$ cat config.mk
export PLATFORM = sky130hd
export DESIGN_NAME = hex_entry_ctrl
export DESIGN_NICKNAME = d
export VERILOG_FILES = /design/src/rtl/hex_pkg.sv /design/src/rtl/seg7_dec.sv /design/src/rtl/hex_entry_ctrl.sv
export SDC_FILE = /design/constraint.sdc
export NUM_CORES = 1
export LEC_CHECK = 0
export ABC_CLOCK_PERIOD_IN_PS = 5700
export CORE_AREA = 2 2 109 111
export CTS_CLUSTER_SIZE = 10
export DETAILED_ROUTE_END_ITERATION = 10
export DIE_AREA = 0 0 111 113
export MAX_ROUTING_LAYER = met4
export PLACE_DENSITY_LB_ADDON = 0.3
export SKIP_CTS_REPAIR_TIMING = 1
export SLEW_MARGIN = 20
export SYNTH_ARGS = -nofsm -noshare
export SYNTH_HDL_FRONTEND = slang
export SYNTH_HIERARCHICAL = 1
export SYNTH_SLANG_ARGS = --single-unit
export TNS_END_PERCENT = 30
$ cat constraint.sdc
create_clock -name CLOCK_50 -period 5.7 [get_ports CLOCK_50]
set_input_delay 1.425 -clock CLOCK_50 [delete_from_list [all_inputs] [get_ports CLOCK_50]]
set_output_delay 1.425 -clock CLOCK_50 [all_outputs]
set_load 0.05 [all_outputs]
$ cat src/rtl/hex_pkg.sv
// Shared types and constants for the 4-digit hex/BCD entry display.
package hex_pkg;

  localparam int unsigned DIGIT_W    = 4;   // width of one BCD digit
  localparam int unsigned NUM_DIGITS = 4;   // number of display positions
  localparam int unsigned CNT_W      = 3;   // holds 0..NUM_DIGITS
  localparam int unsigned SEG_W      = 7;   // segments a..g
  localparam int unsigned NUM_GLYPHS = 10;  // decimal digits 0..9
  localparam int unsigned MAX_DIGIT  = 9;

  // Entry controller state
  typedef enum logic [1:0] {
    S_EMPTY = 2'd0,
    S_FILL  = 2'd1,
    S_FULL  = 2'd2
  } state_e;

  // Active-low segments, bit 0 = a ... bit 6 = g; all off
  localparam logic [SEG_W-1:0] SEG_BLANK = 7'h7F;

  // Glyph table, element [n] is the pattern for digit n
  localparam logic [NUM_GLYPHS-1:0][SEG_W-1:0] SEG_TABLE = {
    7'h10,  // 9
    7'h00,  // 8
    7'h78,  // 7
    7'h02,  // 6
    7'h12,  // 5
    7'h19,  // 4
    7'h30,  // 3
    7'h24,  // 2
    7'h79,  // 1
    7'h40   // 0
  };

  // Digit to segment pattern; codes above 9 render blank
  function automatic logic [SEG_W-1:0] seg_of(input logic [DIGIT_W-1:0] d);
    logic [SEG_W-1:0] seg;
    seg = SEG_BLANK;
    if (d <= DIGIT_W'(MAX_DIGIT)) begin
      seg = SEG_TABLE[d];
    end
    return seg;
  endfunction

endpackage

$ cat src/rtl/seg7_dec.sv
// Single-digit BCD to active-low 7-segment decoder.
module seg7_dec
  import hex_pkg::*;
(
  input  logic [DIGIT_W-1:0] digit_i,
  output logic [SEG_W-1:0]   seg_o
);

  // Pure table lookup
  assign seg_o = seg_of(digit_i);

endmodule

$ cat src/rtl/hex_entry_ctrl.sv
// Four-digit BCD entry shift register with synchronized LOAD/CLEAR
// buttons, error flag, full indication and blinking newest digit.
module hex_entry_ctrl
  import hex_pkg::*;
#(
  parameter int unsigned BLINK_DIV = 25000000
) (
  input  logic               CLOCK_50,
  input  logic               RESET,
  input  logic [DIGIT_W-1:0] SW,
  input  logic               LOAD,
  input  logic               CLEAR,
  output logic [SEG_W-1:0]   HEX0,
  output logic [SEG_W-1:0]   HEX1,
  output logic [SEG_W-1:0]   HEX2,
  output logic [SEG_W-1:0]   HEX3,
  output logic               FULL,
  output logic               ERR
);

  localparam int unsigned PRESC_W = (BLINK_DIV > 1) ? $clog2(BLINK_DIV) : 1;

  // ---------------------------------------------------------------------
  // Button synchronizers and edge detectors
  // ---------------------------------------------------------------------
  logic [1:0] load_sync_q, clr_sync_q;
  logic       load_prev_q, clr_prev_q;
  logic       load_arm_q,  clr_arm_q;
  logic [1:0] sync_vld_q;
  logic       load_arm_d,  clr_arm_d;
  logic       loadp_c, clrp_c;

  // A button is armed only after its settled synchronizer output has been
  // seen low, so a button held through reset never yields an event.
  always_comb begin
    load_arm_d = load_arm_q | (sync_vld_q[1] & ~load_sync_q[1]);
    clr_arm_d  = clr_arm_q  | (sync_vld_q[1] & ~clr_sync_q[1]);
  end

  // Two-flop synchronizers, previous-value flops and arming flags
  always_ff @(posedge CLOCK_50) begin
    if (RESET) begin
      load_sync_q <= '0;
      clr_sync_q  <= '0;
      load_prev_q <= 1'b0;
      clr_prev_q  <= 1'b0;
      load_arm_q  <= 1'b0;
      clr_arm_q   <= 1'b0;
      sync_vld_q  <= '0;
    end else begin
      load_sync_q <= {load_sync_q[0], LOAD};
      clr_sync_q  <= {clr_sync_q[0], CLEAR};
      load_prev_q <= load_sync_q[1];
      clr_prev_q  <= clr_sync_q[1];
      load_arm_q  <= load_arm_d;
      clr_arm_q   <= clr_arm_d;
      sync_vld_q  <= {sync_vld_q[0], 1'b1};
    end
  end

  // One-cycle press events
  assign loadp_c = load_arm_q & load_sync_q[1] & ~load_prev_q;
  assign clrp_c  = clr_arm_q  & clr_sync_q[1]  & ~clr_prev_q;

  // ---------------------------------------------------------------------
  // Digit shift register, count and error flag
  // ---------------------------------------------------------------------
  logic [NUM_DIGITS-1:0][DIGIT_W-1:0] dig_q, dig_d;
  logic [CNT_W-1:0]                   cnt_q, cnt_d;
  logic                               err_q, err_d;
  logic                               sw_bcd_c;
  logic                               load_ok_c;

  assign sw_bcd_c  = (SW <= DIGIT_W'(MAX_DIGIT));
  // Clear wins over a coincident load; non-BCD loads only raise ERR
  assign load_ok_c = loadp_c & ~clrp_c & sw_bcd_c;

  // Next digits/count/error
  always_comb begin
    dig_d = dig_q;
    cnt_d = cnt_q;
    err_d = err_q;
    if (clrp_c) begin
      dig_d = '0;
      cnt_d = '0;
      err_d = 1'b0;
    end else if (loadp_c) begin
      if (sw_bcd_c) begin
        dig_d = {dig_q[NUM_DIGITS-2:0], SW};
        if (cnt_q != CNT_W'(NUM_DIGITS)) begin
          cnt_d = cnt_q + CNT_W'(1);
        end
        err_d = 1'b0;
      end else begin
        err_d = 1'b1;
      end
    end
  end

  // Datapath registers
  always_ff @(posedge CLOCK_50) begin
    if (RESET) begin
      dig_q <= '0;
      cnt_q <= '0;
      err_q <= 1'b0;
    end else begin
      dig_q <= dig_d;
      cnt_q <= cnt_d;
      err_q <= err_d;
    end
  end

  // ---------------------------------------------------------------------
  // Entry FSM
  // ---------------------------------------------------------------------
  state_e state_q, state_d;
  logic   full_c;
  logic   enter_full_c;

  // State register
  always_ff @(posedge CLOCK_50) begin
    if (RESET) begin
      state_q <= S_EMPTY;
    end else begin
      state_q <= state_d;
    end
  end

  // Next-state logic
  always_comb begin
    state_d = state_q;
    case (state_q)
      S_EMPTY: begin
        if (load_ok_c) begin
          state_d = S_FILL;
        end
      end
      S_FILL: begin
        if (clrp_c) begin
          state_d = S_EMPTY;
        end else if (load_ok_c && (cnt_q == CNT_W'(NUM_DIGITS - 1))) begin
          state_d = S_FULL;
        end
      end
      S_FULL: begin
        if (clrp_c) begin
          state_d = S_EMPTY;
        end
      end
      default: state_d = S_EMPTY;
    endcase
  end

  // State decodes
  always_comb begin
    full_c       = 1'b0;
    enter_full_c = 1'b0;
    if (state_q == S_FULL) begin
      full_c = 1'b1;
    end
    if ((state_q != S_FULL) && (state_d == S_FULL)) begin
      enter_full_c = 1'b1;
    end
  end

  // ---------------------------------------------------------------------
  // Blink prescaler
  // ---------------------------------------------------------------------
  logic [PRESC_W-1:0] presc_q, presc_d;
  logic               phase_q, phase_d;
  logic               blink_c;

  // Restart on every accepted digit, clear and full entry so the digit
  // is always visible first; idle at zero outside S_FULL.
  always_comb begin
    presc_d = presc_q;
    phase_d = phase_q;
    if (clrp_c || load_ok_c || enter_full_c || !full_c) begin
      presc_d = '0;
      phase_d = 1'b0;
    end else if (presc_q == PRESC_W'(BLINK_DIV - 1)) begin
      presc_d = '0;
      phase_d = ~phase_q;
    end else begin
      presc_d = presc_q + PRESC_W'(1);
    end
  end

  // Prescaler registers
  always_ff @(posedge CLOCK_50) begin
    if (RESET) begin
      presc_q <= '0;
      phase_q <= 1'b0;
    end else begin
      presc_q <= presc_d;
      phase_q <= phase_d;
    end
  end

  assign blink_c = full_c & phase_q;

  // ---------------------------------------------------------------------
  // Display decode
  // ---------------------------------------------------------------------
  logic [NUM_DIGITS-1:0][SEG_W-1:0] seg_c;
  logic [NUM_DIGITS-1:0][SEG_W-1:0] hex_c;

  for (genvar g = 0; g < NUM_DIGITS; g++) begin : g_disp
    localparam bit IS_NEWEST = (g == 0);

    seg7_dec u_dec (
      .digit_i (dig_q[g]),
      .seg_o   (seg_c[g])
    );

    // Positions beyond the entered count are blank; newest blinks in S_FULL
    assign hex_c[g] = ((CNT_W'(g) < cnt_q) && !(IS_NEWEST && blink_c)) ?
                      seg_c[g] : SEG_BLANK;
  end

  assign HEX0 = hex_c[0];
  assign HEX1 = hex_c[1];
  assign HEX2 = hex_c[2];
  assign HEX3 = hex_c[3];
  assign FULL = full_c;
  assign ERR  = err_q;

endmodule

==> results of run 1 <==
[worst min-delay path by stage]
stage	end	slack, ps	cells after the start
final	clr_sync_q[1]$_SDFF_PP0_	430	1
after global routing	load_sync_q[1]$_SDFF_PP0_	450	1
after CTS	clr_sync_q[1]$_SDFF_PP0_	440	1
after detailed placement	clr_sync_q[1]$_SDFF_PP0_	420	1
after global placement	clr_sync_q[1]$_SDFF_PP0_	420	1
after floorplan	clr_sync_q[1]$_SDFF_PP0_	410	1
[metrics by stage]
step	setup slack [ps]	utilization	instance area [um^2]
floorplan	2740	-	3360
global placement	2120	0.336	3790
detailed placement	2050	0.336	3790
CTS	1700	0.363	4100
global route	1520	0.363	4100
finish	1750	0.363	4100
[logic make-up after synthesis]
family                   count (synthesis)
AND/OR/NAND/NOR                        191
AO/OA/AOI/OAI                           90
flip-flops                              58
buffers and inverters                   42
adder cells (fa/ha/maj)                 23
XOR/XNOR                                15
multiplexers                             4
[power by group through the flow]
stage                     sequential (W)  clock, W  combinational [W]
final                           0.000412  0.000537          0.0000218
after global routing            0.000412  0.000569          0.0000241
after CTS                       0.000412  0.000554          0.0000222
after detailed placement        0.000420         0          0.0000220
after global placement          0.000420         0          0.0000222
after floorplan                 0.000420         0          0.0000132
[registers in the layout (all words and copies together) (netlist names), 2 cells and up]
signal	count
clr_sync_q	2
cnt_q	3
dig_q	16
load_sync_q	2
presc_q	25
state_q	2
sync_vld_q	2
[cell type report]
type	count	area, um^2	share of cell area
multi-input combinational	323	2000	0.489
sequential	58	1160	0.284
timing repair buffer	37	370	0.0904
clock buffer	13	270	0.0660
tap	143	179	0.0437
inverter	20	75.1	0.0183
clock inverter	2	35.0	0.00855
[per-layer routing]
| metal | share of wire | GRT usage | routed length (um) | up-vias |
|---|---|---|---|---|
| li1 | - | - | - | 1500 |
| met1 | 0.49 | 0.140 | 3380 | 1306 |
| met2 | 0.46 | 0.178 | 3150 | 43 |
| met3 | 0.048 | 0.0391 | 330 | 6 |
| met4 | 0.0058 | 0.0300 | 40 | 0 |
| met5 | 0 | - | 0 | - |
[cell usage after synthesis (5+ instances only)]
cell type / number
or3_1: 6
nor2_1: 48
nor2b_1: 7
o21ai_0: 8
buf_2: 10
clkbuf_1: 7
nand2b_1: 15
xnor2_1: 5
dfxtp_1: 58
a21oi_1: 47
nand2_1: 46
inv_1: 20
nand3_1: 12
xor2_1: 10
ha_1: 23
nand4_1: 9
o21ai_1: 8
or2_2: 15
[layout by cell type (no fill, tap or decap), types with 2 or more instances in the layout]
cell type	synthesis	final
a2111oi_0	2	2
a21oi_1	47	47
a22oi_1	3	3
a22oi_2	4	4
a2bb2oi_1	4	4
and2_1	4	4
and3b_1	2	2
and4_1	4	4
clkbuf_16	0	9
clkbuf_8	0	3
clkdlybuf4s50_1	0	37
dfxtp_1	58	58
ha_1	23	23
inv_1	20	20
mux2i_1	4	4
nand2_1	46	46
nand2b_1	15	15
nand3_1	12	12
nand4_1	9	9
nor2_1	48	48
nor2b_1	7	7
nor3_1	4	4
nor4_1	4	4
o21ai_0	8	8
o21ai_1	8	7
o21bai_1	4	4
o22a_1	4	4
o31ai_1	3	3
or2_2	15	15
or2b_1	4	4
or3_1	6	6
or4_1	4	4
xnor2_1	5	5
xor2_1	10	10
==> metrics.yaml, run 1 <==
status: "completed"
crit_chain: "nor2_1 -> a22oi_1 -> nand2b_1 -> clkdlybuf4s50_1"
clk_latency_ps: 320
slew_headroom: 0.328
cp_num_cells: 4
vias: 2855
start_util: 0.298
r2r_setup_slack_ps: 3600
worstRegToRegCells: 4
syn_avg_cell_area_um2: 7.95
grt_pass1_wl_um: 11600
synth_area_um2: 3360
fmax_mhz: 253
drt-initial-drc-count: 108
cap_viol_max_count: 0
r2r-start: "presc_q[2]$_SDFF_PP0_"
syn_nets: 454
worstHoldStart: "clr_sync_q[0]$_SDFF_PP0_"
end_kind: "output pin"
cp_num_buf_inv: 1
cpPeakStageDelay_ps: 730
route.detailed.drc: 0
fin_cells: 596
n_fill_cell: 1154
synth-seq-cells: 58
clkPwrFrac: 0.553
fp.dieH_um: 113
grt_overflow_total: 0
nets: 480
syn2layout_area_growth_pct: 21.8
path_max_fanout: 13
io_buffers: 37
synth_area_leader_cell: "dfxtp_1"
cts_root_buf: "clkbuf_16"
drt_pass1_iterations: 6
rows: 39
finalCritPeriodShare: 0.694
via_per_inst: 4.79
pin_count: 38
clkSinkCount: 58
synth-simple-area-share: 0.293
wl_um: 6900
criticalPathCategory: "reg2out"
die_width_um: 111
grt_usage: 0.114
finalSetupTns_ps: 0
synth_top_family_by_area: "simple AND/OR/NAND/NOR gates"
worstMarginPinSlew_ps: 1010
synth_xor_area_frac: 0.0391
power_density_nw_per_um2: 237
worstHoldPathType: "reg2reg"
p_comb_frac: 0.022
drive_gt1_frac: 0.0817
grt_pass1_vias: 2578
synthTopCellsByArea: "dfxtp_1 35%, ha_1 8.6%, a21oi_1 7.0%, nor2_1 5.4%, nand2_1 5.1%"
yosysWarnings: 6
vdd_drop_max_mv: 0.181
hold_viol: 0
synthMuxAreaShare: 0.0119
globalplace.congestion: 0.814
path_delay_family: "buffers and inverters"
max-clock-path-buffers: 2
synth_edf_count: 0
wl_per_cell_um: 11.6
critPathLaunch: "cnt_q[2]$_SDFFE_PP0P_"
num_antenna_cells: 0
drtAntennaViolNets: 0
grt_max_degree: 26
fin_crit_ps: 3950
htree_num_levels: 3
worstSetupEndpoint: "HEX0[6]"
async_reset_ff_frac: 0
synthAdderAreaFrac: 0.0856
p_seq_frac: 0.425
p_sw_w: 0.000182
netlist_instances: 423
critPathLaunchType: "register"
crit_slowest_cell: "clkdlybuf4s50_1"
synth_top_area_share: 0.345
dp_cells: 581
dieArea_um2: 12500
switching_share: 0.187
finalSetupViolCount: 0
synth_ff_type: "dfxtp_1"
antenna_found_initial: 0
cts_tree: "built"
p_int_w: 0.000790
r2r-end: "presc_q[8]$_SDFF_PP0_"
dp_hpwl_um: 4920
synth_compound_area_frac: 0.165
maxSlewViolCount: 0
finalPower_w: 0.000971
ys_types: 45
worstPathRequired_ps: 4280
rsz0062_at_grt: "false"
worstPathArrival_ps: 2530
whs_ps: 431
fin_skew_ps: 5.24
clk_pin_slew_worst_paths_ps: 50
cts_made_buffers: 9
core_um2: 11300
p_leak_nw: 1.39
ys_seq_area_frac: 0.345
Note: power is estimated with default switching activity, not from simulation.
==> inputs of run 2 (changes only) <==
Settings changed: ABC_CLOCK_PERIOD_IN_PS 5700 to 3400.
Clock period 5.7 ns to 3.4 ns, I/O delays scaled along.
==> metrics.yaml, run 2 (synthesis results as in run 1) <==
status: "completed"
drive_gt1_frac: 0.0959  # +0.0142
fmax_mhz: 305
antenna_found_initial: 0  # unchanged
slew_headroom: 0.570  # +0.243
r2r-end: "presc_q[22]$_SDFF_PP0_"
top_register: "presc_q"
nets: 485  # +1.0%
largest_register_ffs: 25  # unchanged
finalSetupTns_ps: 0  # unchanged
pin_count: 38  # unchanged
fp.dieH_um: 113  # unchanged
layout_common_cells: "58 x dfxtp_1, 47 x a21oi_1, 47 x nor2_1, 46 x nand2_1, 30 x clkdlybuf4s50_1"
finalSetupViolCount: 0  # unchanged
grt_max_degree: 26  # unchanged
worstRegToRegCells: 5  # +1
core_um2: 11300  # unchanged
finalPower_w: 0.00168  # +73%
htree_num_levels: 3  # unchanged
max-clock-path-buffers: 2  # unchanged
vias: 2872  # +0.60%
clk_latency_ps: 320  # about the same
finalCritPeriodShare: 0.964
hold_viol: 0  # unchanged
r2r-start: "presc_q[0]$_SDFF_PP0_"
hold_end: "clr_sync_q[1]$_SDFF_PP0_"
drt_pass1_iterations: 4  # -2
route.detailed.drc: 0  # unchanged
fin_skew_ps: 4.83  # -0.409 ps
globalplace.congestion: 0.740  # -9.2%
finish.utilization: 0.369  # +0.00599
whs_ps: 433  # +1.70 ps
grt_usage: 0.117  # +0.00325
wl_per_cell_um: 11.6  # +0.62%
clkSinkCount: 58  # unchanged
cts_made_buffers: 9  # unchanged
wl_um: 7010  # +1.6%
final_common_cell: "dfxtp_1"
drtAntennaViolNets: 0  # unchanged
via_per_inst: 4.77  # -0.41%
worstPathArrival_ps: 2430  # -100 ps
grt_overflow_total: 0  # unchanged
end_kind: "output pin"
cts_tree: "built"
critPathLaunchType: "register"
worstMarginPinSlew_ps: 644  # -364 ps
path_max_fanout: 5  # -8
power_density_nw_per_um2: 403  # +70%
maxSlewViolCount: 0  # unchanged
clk_pin_slew_worst_paths_ps: 50  # about the same
reg_top3: "presc_q: 25 flops, dig_q: 16 flops, cnt_q: 3 flops"
min_path_cells: 1  # unchanged
cts_root_buf: "clkbuf_16"
num_antenna_cells: 0  # unchanged
rows: 39  # unchanged
grt_pass1_vias: 2565  # -0.50%
start_util: 0.298  # unchanged
vdd_drop_max_mv: 0.332  # +83%
dieArea_um2: 12500  # unchanged
rsz0062_at_grt: "false"
r2r_setup_slack_ps: 1350  # -2250 ps
io_buffers: 37  # unchanged
worstHoldPathType: "reg2reg"
die_width_um: 111  # unchanged
cap_viol_max_count: 0  # unchanged
worstHoldStart: "clr_sync_q[0]$_SDFF_PP0_"
grt_pass1_wl_um: 11800  # +1.7%
criticalPathCategory: "reg2out"
syn2layout_area_growth_pct: 23.8
dp_hpwl_um: 5070  # +2.9%
p_leak_nw: 1.41  # +1.5%
drt-initial-drc-count: 148  # +37%
worstPathRequired_ps: 2550  # -1730 ps
fin_crit_ps: 3280
[run 2: area by class of cell]
type                    instances  area [um^2]
fillers                      1164         7110
well taps                     143          179
clock inverters                 7         93.8
multi-input cells             323         2000
inverters                      20         75.1
clock buffers                   9          225
repair buffers                 42          425
flip-flops and latches         58         1160
[run 2: worst max path at each step]
stage,startpoint,endpoint,slack (ps)
2_1_floorplan,state_q[0]$_SDFF_PP0_,HEX0[0],1010
3_3_place_gp,dig_q[1]$_SDFFE_PP0P_,HEX0[4],440
3_5_place_dp,dig_q[0]$_SDFFE_PP0P_,HEX0[4],420
4_1_cts,dig_q[0]$_SDFFE_PP0P_,HEX0[4],70
5_1_grt,dig_q[5]$_SDFFE_PP0P_,HEX1[6],1
6_report,dig_q[5]$_SDFFE_PP0P_,HEX1[3],120
[run 2: power by group]
part	total [W]	switching (W)	internal, W
Combinational	0.0000386	0.0000216	0.0000170
Sequential	0.000691	0.00000339	0.000687
Clock	0.000949	0.000310	0.000638
Total	0.00168	0.000335	0.00134
[run 2: stage by stage]
step                      area, um^2  std cells  setup slack, ps
after floorplan                 3360        423             1010
after global placement          3820        586              439
after detailed placement        3820        586              417
after CTS                       4140        602             67.3
after global routing            4160        602             1.38
final                           4160        602              124
[run 2: metal layers]
| metal | up-vias | wire, um | global-route usage |
|---|---|---|---|
| met2 | 47 | 3150 | 0.186 |
| met1 | 1301 | 3460 | 0.142 |
| met4 | 0 | 82 | 0.0375 |
| li1 | 1515 | - | - |
| met3 | 9 | 328 | 0.0364 |
| met5 | - | 0 | - |
[run 2: worst max-delay path, stage by stage, from the launching register on]
cell,delay (ps)
dfxtp_1,340
inv_1,120
ha_1,240
o21bai_1,120
a22oi_2,210
o21ai_1,80
or2_2,290
clkdlybuf4s50_1,700
==> inputs of run 3 (changes only) <==
Settings changed: SKIP_CTS_REPAIR_TIMING 1 to default.
==> results of run 3 <==
The final DEF is identical to that of run 2; final timing and power are the same.
